## config.mk

```make
export PLATFORM = sky130hd
export DESIGN_NAME = ad100_mem_arbiter
export DESIGN_NICKNAME = d
export VERILOG_FILES = /design/src/rtl/ad100_mem_arbiter.sv
export SDC_FILE = /design/constraint.sdc
export NUM_CORES = 1
export LEC_CHECK = 0
export CORE_AREA = 2 2 112 114
export CTS_BUF_LIST = sky130_fd_sc_hd__clkbuf_8
export DETAILED_ROUTE_END_ITERATION = 10
export DIE_AREA = 0 0 114 116
export PLACE_DENSITY_LB_ADDON = 0.05
export SYNTH_ARGS = -nofsm -noshare
export SYNTH_HDL_FRONTEND = slang
export SYNTH_SLANG_ARGS = --single-unit
```

## constraint.sdc

```tcl
create_clock -name clk -period 3.15 [get_ports clk]
set_clock_uncertainty 0.1 [all_clocks]
set_input_delay 0.945 -clock clk [delete_from_list [all_inputs] [get_ports clk]]
set_output_delay 0.945 -clock clk [all_outputs]
set_load 0.05 [all_outputs]
```

## src/rtl/ad100_mem_arbiter.sv

```systemverilog
// Two-requester arbiter in front of a single-port synchronous RAM.
// Fetch and data ports share the RAM. Requests are granted combinationally
// in IDLE. A read then spends one RD cycle returning data to its owner.
// Writes complete in the grant cycle. Ties go to the requester not served last.
//
//   state | meaning
//   IDLE  | RAM free, a pending request is granted this cycle
//   RD    | read data from the previous grant is returned to owner
module ad100_mem_arbiter #(
  parameter int AW = 30,
  parameter int DW = 32,
  parameter int CW = 16
) (
  input  logic          clk,
  input  logic          rst_n,
  input  logic          if_req,
  input  logic [AW-1:0] if_addr,
  output logic          if_gnt,
  output logic          if_rvalid,
  output logic [DW-1:0] if_rdata,
  input  logic          d_req,
  input  logic          d_we,
  input  logic [3:0]    d_be,
  input  logic [AW-1:0] d_addr,
  input  logic [DW-1:0] d_wdata,
  output logic          d_gnt,
  output logic          d_rvalid,
  output logic [DW-1:0] d_rdata,
  output logic          ram_en,
  output logic [3:0]    ram_we,
  output logic [AW-1:0] ram_addr,
  output logic [DW-1:0] ram_wdata,
  input  logic [DW-1:0] ram_rdata,
  output logic          busy,
  output logic [CW-1:0] conflict_cnt
);

  typedef enum logic {S_IDLE = 1'b0, S_RD = 1'b1} state_e;

  state_e        state_q, state_d;
  logic          owner_q, owner_d;   // 1 = data port owns the RD cycle
  logic          last_q, last_d;     // 1 = data port was granted last
  logic [CW-1:0] cnt_q, cnt_d;
  logic          idle;
  logic          gnt_f;
  logic          gnt_d;
  logic          held;

  // Grant decision; gated by rst_n so nothing is granted while reset is held.
  assign idle  = (state_q == S_IDLE) && rst_n;
  assign gnt_f = idle && if_req && (!d_req || last_q);
  assign gnt_d = idle && d_req && !gnt_f;
  assign held  = (if_req && !gnt_f) || (d_req && !gnt_d);

  // State register, owner tracking and saturating conflict counter.
  always_ff @(posedge clk or negedge rst_n) begin
    if (!rst_n) begin
      state_q <= S_IDLE;
      owner_q <= 1'b0;
      last_q  <= 1'b1;
      cnt_q   <= '0;
    end else begin
      state_q <= state_d;
      owner_q <= owner_d;
      last_q  <= last_d;
      cnt_q   <= cnt_d;
    end
  end

  // Next state: reads enter RD for one cycle; writes stay in IDLE.
  always_comb begin
    state_d = S_IDLE;
    owner_d = owner_q;
    last_d  = last_q;
    cnt_d   = cnt_q;
    if (gnt_f) begin
      state_d = S_RD;
      owner_d = 1'b0;
      last_d  = 1'b0;
    end else if (gnt_d) begin
      last_d  = 1'b1;
      owner_d = 1'b1;
      if (!d_we) state_d = S_RD;
    end
    if (held && (cnt_q != {CW{1'b1}})) cnt_d = cnt_q + 1'b1;
  end

  // Outputs: RAM drive during grants, read data only while its rvalid is high.
  always_comb begin
    if_gnt    = gnt_f;
    d_gnt     = gnt_d;
    ram_en    = 1'b0;
    ram_we    = 4'b0000;
    ram_addr  = '0;
    ram_wdata = '0;
    if_rvalid = 1'b0;
    if_rdata  = '0;
    d_rvalid  = 1'b0;
    d_rdata   = '0;
    busy      = (state_q == S_RD);
    if (gnt_f) begin
      ram_en   = 1'b1;
      ram_addr = if_addr;
    end else if (gnt_d) begin
      ram_en   = 1'b1;
      ram_addr = d_addr;
      if (d_we) begin
        ram_we    = d_be;
        ram_wdata = d_wdata;
      end
    end
    if (state_q == S_RD) begin
      if (owner_q) begin
        d_rvalid = 1'b1;
        d_rdata  = ram_rdata;
      end else begin
        if_rvalid = 1'b1;
        if_rdata  = ram_rdata;
      end
    end
  end

  assign conflict_cnt = cnt_q;

endmodule

```

==> out/results.txt, run 1 <==
post-synthesis cell count = 246
top post-synthesis cells by area = dfrtp_1 23%, and3_1 23%, a22o_1 14%
Crit path required time = 2100 ps
Yosys cell types = 30
# IOs = 285
final worst path period share = 101%
final core occ = 59.3%
WL final = 13,000 µm
number of max-cap violations = 0
clk buf depth = 2
violated checks = setup timing
area of the multi-input gates = 0.00177 mm²
reg2reg start = conflict_cnt[0]$_DFFE_PN0P_
hold depth = 1
EDFF count, synth = 0
Placement Setup Slack = -579 ps
sw frac = 46.4%
Synth area leader = dfrtp_1
remaining antenna violation count = 0
relative slew slack = 66.0%
Peak Freq = 315 MHz
num rows = 40
total gr overflow = 0
top-count cell post-synth = and3_1
ANT cells = 0
CP Launch Type = input port
Yosys reg bits = 19
Synth Cell Area = 0.00193 mm²
# fillers = 977
RSZ-0062 raised after global routing = yes
vias in the first global route = 3,223
DRC violations left = 0
maximum VDD drop = 0.213 mV
commonest cells in the synthesized netlist = 70 x and3_1, 33 x and2_1, 30 x a22o_1
Pwr Total = 0.00227 W
Area Overhead vs Synth = 266%
sequential-to-total area share from yosys stat = 24.7%
die width = 114 µm
Initial DRC Count = 130
worst slew pin tran = 508 ps
root buf cell = clkbuf_8
Post-DP Area = 0.00676 mm²
share of power burned in registers = 16.6%
crit-path max FO = 7
Logic pwr share = 75.8%
hold path endpoint = conflict_cnt[13]$_DFFE_PN0P_
Cell Int Power = 0.00122 W
hold path start = conflict_cnt[13]$_DFFE_PN0P_
GP Congestion = 0.843
Detailed Routing Iterations Pass 1 = 4
most used flip-flop cell after synthesis = dfrtp_1
Hold Buf Count CTS = 0
GRT Total Usage = 18.6%
clock power share = 7.6%
setup ws final = -22.8 ps
Worst-Skew Late Latency = 260 ps
largest net degree at the start of global routing = 36
Port Buf Inserts = 284
H-tree depth = 1
total number of vias = 3,116
die area = 0.0132 mm²
synth warn = 0
Final Slew Violations = 0
post-route cell area = 0.00706 mm²
Final setup viols = 32
Worst-path clk slew = 80 ps
initial core utilization = 16.2%
layout cells sized above 1 = 45.6%
Sequential Area = 477 µm²
Fin. Hold Viols = 0
fin crit period = 3170 ps
Psw = 0.00105 W
dpl hpwl = 10,800 µm
Avg WL per Cell = 18.9 µm
top-area cell type share of the netlist area = 23.3%
Syn Nets = 380
CP Data Arrival Time = 2130 ps
Register-to-Register Path Depth = 6
initial antenna violation count = 0
CORE AREA = 0.0119 mm²
TritonCTS clock tree = yes
Pwr per Cell Area = 322 mW/mm²
Fin Setup TNS = -244 ps
reg2reg end = conflict_cnt[1]$_DFFE_PN0P_
leak pwr = 3.03 nW
Avg Cell Area, Syn = 7.84 µm²
CP startpoint = d_req
reg-to-reg setup timing slack = 860 ps
CTS Buf Count = 3
Final #Nets = 677
status = finished with violations
first-pass GRT wire length = 18,900 µm
Die Height = 116 µm
# clock sinks = 19
Synth async-reset ratio = 100%
Hold WC Path Type = register to register
crit end category = primary output
Via density = 4.52
CP Class = input port to primary output
==> layer usage <==
metal  vias to the layer above  part of all wire, %  global-route usage (%)
li1                       1495                    -                       -
met1                      1441                   34                    18.8
met2                       166                   54                    36.6
met3                        14                   10                    6.75
met4                         0                  1.8                    3.82
met5                         -                    0                       0
==> power by group through the flow <==
stage                     Clock, W  Combinational [W]  Sequential [W]
after floorplan                  0           0.000675        0.000530
after CTS                 0.000185            0.00174        0.000378
final                     0.000173            0.00172        0.000377
after detailed placement         0            0.00169        0.000382
after global placement           0            0.00167        0.000376
after global routing      0.000192            0.00179        0.000388
==> cell families after synthesis <==
kind of cell    count (synthesis)  synth area share (%)
simple gates                  145                  45.2
compound gates                 38                  16.2
buf+inv                        27                  5.84
flops                          19                  24.7
xor+xnor                       15                  6.81
mux                             1                 0.584
fa+ha+maj                       1                 0.648
==> how the worst max path moves through the flow <==
stage | end | slack (ps) | cells after the start
2_1_floorplan | ram_addr[10] | 60 | 6
3_3_place_gp | ram_addr[22] | -590 | 8
3_5_place_dp | ram_addr[22] | -580 | 8
4_1_cts | ram_addr[2] | -50 | 9
5_1_grt | ram_wdata[8] | -80 | 8
6_report | ram_addr[22] | -20 | 8
==> worst max-delay path: stages <==
cell,delay [ps]
clkdlybuf4s15_1,230
nand2_2,130
a21oi_4,50
buf_12,140
buf_12,120
buf_12,130
a22o_4,230
buf_12,150
==> flip-flops by register name (all words and copies together) (netlist names) <==
register and flops:
conflict_cnt 16, busy 1, last_q 1, owner_q 1
==> layout make-up <==
cell class / instances / area share [%]
Timing Repair Buffer: 317 / 64.8
Multi-Input combinational cell: 200 / 25.1
Sequential cell: 19 / 6.75
Tap cell: 147 / 2.60
Clock buffer: 3 / 0.585
Inverter: 2 / 0.106
Clock inverter: 1 / 0.0709
==> stage by stage <==
step,hold slack [ps],std cells
final,410,689
after global routing,439,689
after CTS,414,689
after detailed placement,405,676
after global placement,394,676
after floorplan,418,246
==> cells in the final DEF (no fill, tap or decap), types with 2 or more instances in the layout <==
cell	instances
nor4_1	2
inv_1	2
buf_4	19
xnor2_1	13
a22o_4	29
and3_4	26
clkbuf_8	3
buf_12	143
a21oi_1	3
nand4b_1	2
clkdlybuf4s50_1	146
nor2b_1	2
and2_1	33
a21oi_4	2
nor3_1	3
and3_2	10
nand2_1	9
nand3_1	9
and3_1	34
buf_6	5
xor2_1	2
nand4_1	5
nor2_1	3
dfrtp_1	18
==> what timing repair did <==
| action | 4_1_cts | 5_1_grt |
|---|---|---|
| gates cloned | 2 | 1 |
| setup endpoints to repair | 69 | 64 |
| pin swaps | 12 | 4 |
| resized for setup | 46 | 8 |
| setup buffers | 7 | 2 |
Note: power is estimated with default switching activity, not from simulation.
==> run 2, diff against run 1 <==
--- a/config.mk
+++ b/config.mk
@@ -5,10 +5,11 @@
 export SDC_FILE = /design/constraint.sdc
 export NUM_CORES = 1
 export LEC_CHECK = 0
-export CORE_AREA = 2 2 112 114
+export ABC_AREA = 1
+export CORE_AREA = 2 2 111 113
 export CTS_BUF_LIST = sky130_fd_sc_hd__clkbuf_8
 export DETAILED_ROUTE_END_ITERATION = 10
-export DIE_AREA = 0 0 114 116
+export DIE_AREA = 0 0 113 115
 export PLACE_DENSITY_LB_ADDON = 0.05
 export SYNTH_ARGS = -nofsm -noshare
 export SYNTH_HDL_FRONTEND = slang
==> run 2 against run 1 <==
  * The flow finishes with violations (DRC)
  * Fmax up 2.1%
  * Sequential share of layout area is 0.42 points lower
  * Sequential cell count unchanged
==> out/results.txt, run 2 <==
status = finished with violations
violated checks = DRC
share of power burned in registers = 16.5% (about the same)
sequential-to-total area share from yosys stat = 21.7% (-3.0 points)
Final setup viols = 0 (-100%)
sw frac = 47.0% (+0.61 points)
number of max-cap violations = 0 (unchanged)
H-tree depth = 1 (unchanged)
layout cells sized above 1 = 36.2% (-9.4 points)
Syn Nets = 529 (+39%)
Peak Freq = 322 MHz (+2.1%)
Yosys cell types = 28 (-6.7%)
Fin. Hold Viols = 0 (unchanged)
die area = 0.0130 mm² (-1.7%)
synth warn = 0 (unchanged)
fin crit period = 3110 ps (-66.2 ps)
first-pass GRT wire length = 21,000 µm (+11%)
Fin Setup TNS = 0 ps (+244 ps)
Synth async-reset ratio = 100% (unchanged)
CP Data Arrival Time = 2060 ps (-70 ps)
Crit path required time = 2100 ps (about the same)
setup ws final = 43.4 ps (+66.2 ps)
CP Class = input port to primary output
Final #Nets = 826 (+22%)
most used flip-flop cell after synthesis = dfrtp_1
Via density = 4.40 (-2.6%)
GRT Total Usage = 21.0% (+2.3 points)
Detailed Routing Iterations Pass 1 = 8 (+4)
initial core utilization = 18.6% (+2.4 points)
CTS Buf Count = 3 (unchanged)
Synth Cell Area = 0.00220 mm² (+14%)
crit-path max FO = 9 (+2)
root buf cell = clkbuf_8
max reg flops = 16 (unchanged)
# IOs = 285 (unchanged)
TritonCTS clock tree = yes
WL final = 14,700 µm (+13%)
post-synthesis cell count = 395 (+61%)
CP Launch Type = input port
Synth area leader = dfrtp_1
Worst-Skew Late Latency = 250 ps (about the same)
EDFF count, synth = 0 (unchanged)
ANT cells = 0 (unchanged)
Logic pwr share = 75.4% (-0.4 points)
dpl hpwl = 11,600 µm (+6.8%)
Area Overhead vs Synth = 243%
vias in the first global route = 3,637 (+13%)
top-count cell post-synth = nor2_1
initial antenna violation count = 0 (unchanged)
DRC violations left = 16 (+16)
commonest cells in the synthesized netlist = 119 x nor2_1, 117 x nand2_1, 46 x inv_1
RSZ-0062 raised after global routing = yes
Placement Setup Slack = -516 ps (+63.3 ps)
clock power share = 8.1% (+0.5 points)
crit end category = primary output
Avg WL per Cell = 17.6 µm (-7.0%)
Avg Cell Area, Syn = 5.56 µm² (-29%)
worst slew pin tran = 594 ps (+85.6 ps)
Psw = 0.000971 W (-8.0%)
clk buf depth = 2 (unchanged)
total gr overflow = 0 (unchanged)
Hold WC Path Type = register to register
Worst-path clk slew = 70 ps (about the same)
Die Height = 115 µm (-0.86%)
Yosys reg bits = 19 (unchanged)
final worst path period share = 98.6% (-2.1 points)
Port Buf Inserts = 284 (unchanged)
Pwr per Cell Area = 274 mW/mm² (-15%)
final core occ = 63.8% (+4.5 points)
most common cell after layout, fill and taps aside = clkdlybuf4s50_1
die width = 113 µm (-0.88%)
top post-synthesis cells by area = dfrtp_1 21%, nor2_1 20%, nand2_1 20%
relative slew slack = 60.3% (-5.7 points)
total number of vias = 3,691 (+18%)
Initial DRC Count = 195 (+50%)
leak pwr = 3.31 nW (+9.5%)
Cell Int Power = 0.00109 W (-10%)
CORE AREA = 0.0118 mm² (-0.84%)
Final Slew Violations = 0 (unchanged)
GP Congestion = 0.795 (-5.6%)
commonest cells after routing, fill and taps aside = 146 x clkdlybuf4s50_1, 137 x buf_12, 113 x nand2_1
largest net degree at the start of global routing = 34 (-5.6%)
maximum VDD drop = 0.204 mV (-4.3%)
# clock sinks = 19 (unchanged)
num rows = 40 (unchanged)
remaining antenna violation count = 0 (unchanged)
top-area cell type share of the netlist area = 20.5% (-2.8 points)
[run 2: power by group through the flow]
| stage | Sequential [W] | Clock, W | Combinational [W] |
|---|---|---|---|
| after global routing | 0.000351 | 0.000185 | 0.00162 |
| after floorplan | 0.000442 | 0 | 0.000573 |
| final | 0.000341 | 0.000167 | 0.00156 |
| after global placement | 0.000343 | 0 | 0.00141 |
| after detailed placement | 0.000345 | 0 | 0.00142 |
| after CTS | 0.000342 | 0.000174 | 0.00153 |
[run 2: final timing paths]
kind                       slack (ps)  cells after the start                        start                      endpoint
hold reg to reg                   450                      1          owner_q$_DFFE_PN0P_           owner_q$_DFFE_PN0P_
setup reg to reg                 1280                      8  conflict_cnt[0]$_DFFE_PN0P_   conflict_cnt[6]$_DFFE_PN0P_
hold / removal                    450                      1          owner_q$_DFFE_PN0P_           owner_q$_DFFE_PN0P_
max in group asynchronous        2150                      3                        rst_n            last_q$_DFFE_PN1P_
setup / recovery                   40                      7                       if_req                 ram_wdata[24]
min in group asynchronous         520                      2                        rst_n  conflict_cnt[11]$_DFFE_PN0P_
[run 2: metrics by stage]
stage,area [µm²],instances,hold slack (ps),power (W)
after global placement,6650,820,375,0.00175
after detailed placement,6650,820,365,0.00176
after CTS,7330,834,394,0.00204
after global routing,7530,838,473,0.00216
after floorplan,2230,395,357,0.00101
final,7530,838,446,0.00207
[run 2: kinds of logic after synthesis]
kind of cell / synth area share [%]
AND/OR/NAND/NOR: 49.0
buffers and inverters: 13.0
AO/OA/AOI/OAI: 13.4
flip-flops: 21.7
XOR/XNOR: 2.39
adder cells (fa/ha/maj): 0.569
[run 2: layer usage]
layer  up-vias  global-route usage [%]  share of wire, %
met1      1677                    23.7                35
met5         -                       0                 0
met2       184                    38.9                54
li1       1810                       -                 -
met3        20                    6.38               8.8
met4         0                    4.47               2.5
[run 2: timing repair]
| action | CTS | global route |
|---|---|---|
| gates cloned | 7 | 3 |
| hold buffers | 0 | 0 |
| setup buffers | 3 | 1 |
| resized for setup | 113 | 24 |
| pin swaps | 8 | 6 |
| setup endpoints to repair | 69 | 50 |
[run 2: area by class of cell]
class / count / area, µm²
repair buffers: 313 / 4660
fillers: 990 / 4280
multi-input cells: 305 / 1960
flip-flops and latches: 19 / 477
inverters: 50 / 209
well taps: 147 / 184
clock buffers: 3 / 41.3
clock inverters: 1 / 3.75
[run 2: worst max-delay path, stage by stage]
cell,delay (ps)
clkdlybuf4s15_1,270
nand2_4,150
nand2_8,80
buf_12,160
buf_16,160
nor2_4,130
buf_12,140
